===== config.mk =====
export PLATFORM = sky130hd
export DESIGN_NAME = qbit_collector
export DESIGN_NICKNAME = d
export VERILOG_FILES = /design/src/rtl/qbit_collector.sv
export SDC_FILE = /design/constraint.sdc
export NUM_CORES = 1
export LEC_CHECK = 0
export CORE_ASPECT_RATIO = 1.75
export CORE_UTILIZATION = 25
export CTS_BUF_LIST = sky130_fd_sc_hd__clkbuf_8
export DETAILED_ROUTE_END_ITERATION = 10
export SYNTH_ARGS = -nofsm -noshare
export SYNTH_HDL_FRONTEND = slang
export SYNTH_SLANG_ARGS = --single-unit

===== constraint.sdc =====
create_clock -name clk -period 5.1 [get_ports clk]
set_input_delay 0.765 -clock clk [delete_from_list [all_inputs] [get_ports clk]]
set_output_delay 0.765 -clock clk [all_outputs]
set_load 0.05 [all_outputs]

===== src/rtl/qbit_collector.sv =====
// qbit_collector: shifts 1 or 2 result bits per beat into a WORD_LENGTH-bit
// word, counts them, and presents the finished word with a valid/ready handshake.
// Optional feature macro: QCOLLECT_CORR_EN (corr on the completing beat loads word-1).
module qbit_collector #(
    parameter int unsigned WORD_LENGTH = 16,
    parameter int unsigned SHIFT_LR    = 0
) (
    input  logic                               clk,
    input  logic                               reset,
    input  logic                               start,
    input  logic                               bit_valid,
    input  logic [1:0]                         bits,
    input  logic                               snum,
    input  logic                               corr,
    input  logic                               out_ready,
    output logic [WORD_LENGTH-1:0]             Q,
    output logic                               q_valid,
    output logic                               busy,
    output logic                               err,
    output logic [$clog2(WORD_LENGTH+1)-1:0]   count
);

    localparam int unsigned W  = WORD_LENGTH;
    localparam int unsigned CW = $clog2(WORD_LENGTH + 1);

    typedef enum logic [1:0] {
        IDLE    = 2'd0,
        COLLECT = 2'd1,
        DONE    = 2'd2
    } state_t;

    state_t          state;
    state_t          state_n;
    logic [W-1:0]    q_n;
    logic [CW-1:0]   count_n;
    logic            err_n;
    logic [CW-1:0]   remaining;
    logic            take_two;
    logic            trunc;
    logic            bit_one;

`ifndef QCOLLECT_CORR_EN
    logic unused_corr;
    assign unused_corr = corr;
`endif

    // State register
    always_ff @(posedge clk or posedge reset) begin
        if (reset) begin
            state <= IDLE;
        end else begin
            state <= state_n;
        end
    end

    // Next-state and next datapath values
    always_comb begin
        state_n   = state;
        q_n       = Q;
        count_n   = count;
        err_n     = err;
        remaining = CW'(W) - count;
        take_two  = 1'b0;
        trunc     = 1'b0;
        bit_one   = 1'b0;

        if (start) begin
            state_n = COLLECT;
            q_n     = '0;
            count_n = '0;
            err_n   = 1'b0;
        end else begin
            case (state)
                IDLE: begin
                end
                COLLECT: begin
                    if (bit_valid) begin
                        take_two = snum && (remaining >= CW'(2));
                        trunc    = snum && !take_two;
                        // On a truncated pair only the earlier bit of the stream is kept
                        if (SHIFT_LR == 0) begin
                            bit_one = snum ? bits[1] : bits[0];
                        end else begin
                            bit_one = bits[0];
                        end
                        if (take_two) begin
                            if (SHIFT_LR == 0) begin
                                q_n = (Q << 2) | W'(bits);
                            end else begin
                                q_n = (Q >> 2) | (W'(bits) << (W - 2));
                            end
                            count_n = count + CW'(2);
                        end else begin
                            if (SHIFT_LR == 0) begin
                                q_n = (Q << 1) | W'(bit_one);
                            end else begin
                                q_n = (Q >> 1) | (W'(bit_one) << (W - 1));
                            end
                            count_n = count + CW'(1);
                        end
                        if (trunc) begin
                            err_n = 1'b1;
                        end
                        if (count_n == CW'(W)) begin
                            state_n = DONE;
`ifdef QCOLLECT_CORR_EN
                            if (corr) begin
                                q_n = q_n - W'(1);
                            end
`endif
                        end
                    end
                end
                DONE: begin
                    if (out_ready) begin
                        state_n = IDLE;
                    end
                end
                default: begin
                    state_n = IDLE;
                end
            endcase
        end
    end

    // Registered word, count, error and status outputs
    always_ff @(posedge clk or posedge reset) begin
        if (reset) begin
            Q       <= '0;
            count   <= '0;
            err     <= 1'b0;
            q_valid <= 1'b0;
            busy    <= 1'b0;
        end else begin
            Q       <= q_n;
            count   <= count_n;
            err     <= err_n;
            q_valid <= (state_n == DONE);
            busy    <= (state_n != IDLE);
        end
    end

endmodule


==> impl_metrics.tcl <==
set metrics [dict create \
    hold_depth 1 \
    synth_mux_area_share_pct 9.38 \
    yosysSeqAreaShare_pct 40.6 \
    drc_errors 0 \
    preCtsSetupSlack_ns 2.07 \
    fmax_mhz 325 \
    grt_max_degree 40 \
    synthMostInstantiatedCell "dfrtp_1" \
    drt-total-wl_um 3670 \
    ys.flop_type "dfrtp_1" \
    cp.arrival_ns 3.24 \
    drive_gt1_share_pct 3.11 \
    worst_slack_ns 2.03 \
    netlist_area_um2 1600 \
    hold_buffers 0 \
    dieArea_um2 6740 \
    synth-edff-count 0 \
    cts-htree-levels 1 \
    ir_worst_vdd_mv 0.154 \
    worstSetupPathType "flip-flop to flip-flop" \
    overflow 0 \
    syn_nets 185 \
    core-area_um2 6180 \
    ys_top_cells_by_count "26 x dfrtp_1, 25 x nor2_1, 17 x a211oi_1" \
    maxCapViolations 0 \
    synth-compound-area-share_pct 16.9 \
    final.setup.tns_ns 0 \
    period_needed_ns 3.07 \
    power_uw 486 \
    clock_skew_ns 0.00119 \
    worstHoldPathType "flip-flop to flip-flop" \
    first_pass_iters 4 \
    synth_warnings 0 \
    clk_pin_slew_ns 0.08 \
    synthCells 171 \
    worst_slew_pin_slew_ns 1.00 \
    synth.distinct_cells 36 \
    r2r_end "Q[6]" \
    cts_tree "done" \
    wl_per_cell_um 13.4 \
    synth_top_cell_area_share_pct 40.6 \
    reg2reg_slack_ns 2.03 \
    post-cts-setup-buffers 0 \
    rows 38 \
    via_per_inst 4.90 \
    synthAdderAreaFrac_pct 3.91 \
    die_y_um 108 \
    cts-resized-gates 0 \
    rr_worst_depth 7 \
    grt_pass1_vias 1321 \
    hpwl_um 2620 \
    final.fill_count 697 \
    rsz0062_at_grt "false" \
    setup_viol 0 \
    syn_area_per_cell_um2 9.37 \
    grtUsageTotal_pct 11.5 \
    start_util_pct 25.9 \
    cp-start-kind "flip-flop" \
    synth-seq-cells 26 \
    slew_violations 0 \
    hold_violations 0 \
    io_pins 33 \
    gp_congestion 0.908 \
    clockBufferDepth 2 \
    end_kind "flip-flop" \
    insertion_delay_ns 0.27 \
    cts_root_buf "clkbuf_8" \
    dieWidth_um 62.5 \
    crit_required_ns 5.26 \
    clock_sinks 26 \
    synth.largest_area_cell "dfrtp_1" \
    worstPathMaxFanout 20 \
    cts_buffers 3 \
    p_per_area_nw_per_um2 246 \
    grt_pass1_wl_um 6130 \
    relSlewSlack_pct 33.3 \
    p_leak_uw 0.000810 \
    antenna_found_initial 0 \
    syn2layout_area_growth_pct 23.4 \
    final_antenna_net_count 0 \
    synth_simple_gate_area_share_pct 19.5 \
    synth_xor_xnor_area_share_pct 2.73 \
    r2r-start "count[0]" \
    portBuffers 31 \
    ys_top_cells_by_area "dfrtp_1 41%, mux2i_1 9.4%, a211oi_1 8.0%" \
    startpoint "count[0]" \
    num-nets-final 209 \
    num_antenna_cells 0 \
    hold_start "state[0]" \
    finalCritPeriodShare_pct 60.3 \
    dr.first_iter.drc_count 22 \
    vias 1339 \
    outcome "finished, final reports clean" \
    worstHoldEndpoint "busy" \
    synth_top_family_by_area "simple AND/OR/NAND/NOR gates" \
    async_flop_share_pct 100 \
]
==> metal layers <==
layer / vias to the layer above / GRT usage (%) / part of all wire (%)
met4: 0 / 7.14 / 2.9
met3: 9 / 1.06 / 3.6
li1: 660 / - / -
met1: 632 / 13.1 / 41
met5: - / 0 / 0
met2: 38 / 20.3 / 52
==> placed cells by master, fill, tap and decap left out, drive strengths merged, types with 4 or more instances in the layout <==
cell,n
a211oi,17
mux2i,15
ha,5
inv,5
o21ai,4
a21oi,7
nand2,9
clkdlybuf4s50,31
nand2b,5
xnor2,5
nor2b,5
nor2,25
dfrtp,26
==> worst max-delay path: stages, from the launching register on <==
cell and delay (ns):
dfrtp_1 0.58, inv_1 0.18, ha_1 0.38, or2_1 0.28, or4_1 0.61, nand3_2 0.48
mux2i_1 0.16, a211oi_1 0.30
==> how the worst max path moves through the flow <==
stage	end	slack, ns	cells after the start
floorplan	Q[10]	2.17	10
global placement	Q[11]	2.14	7
detailed placement	Q[6]	2.07	7
CTS	Q[6]	2.04	7
global route	Q[6]	1.81	7
finish	Q[6]	2.03	7
==> where the power goes <==
| group | switching (uW) | leakage (uW) | total, uW | internal [uW] |
|---|---|---|---|---|
| Combinational | 87.8 | 0.000449 | 140 | 52.1 |
| Clock | 60.8 | 0.0000216 | 114 | 52.9 |
| Sequential | 15.4 | 0.000339 | 232 | 217 |
==> final cells by class <==
type / count / area [um2] / area share (%)
clock buffer: 3 / 41.3 / 2.09
tap: 80 / 100 / 5.07
multi-input combinational: 126 / 840 / 42.5
inverter: 5 / 18.8 / 0.950
sequential: 26 / 651 / 32.9
timing repair buffer: 33 / 325 / 16.5
==> state kept, by name, summed over array words and instances (netlist names) <==
name / flops
state: 2
Q: 16
q_valid: 1
count: 5
busy: 1
err: 1
==> kinds of logic after synthesis <==
group / count (synthesis)
buffers and inverters: 19
and+or+nand+nor: 62
xor gates and xnor gates: 5
DFF: 26
adders and majority gates: 5
AOI/OAI and AO/OA: 39
muxes: 15
==> metrics by stage <==
stage          cell area, um2  util, %  cells  hold WS [ns]
2_1_floorplan            1600        -    171         0.464
3_3_place_gp             1930     31.3    270         0.493
3_5_place_dp             1930     31.3    270         0.499
4_1_cts                  1980     32.0    273         0.510
5_1_grt                  1980     32.0    273         0.532
6_report                 1980     32.0    273         0.508
(Power assumes the default switching activity.)
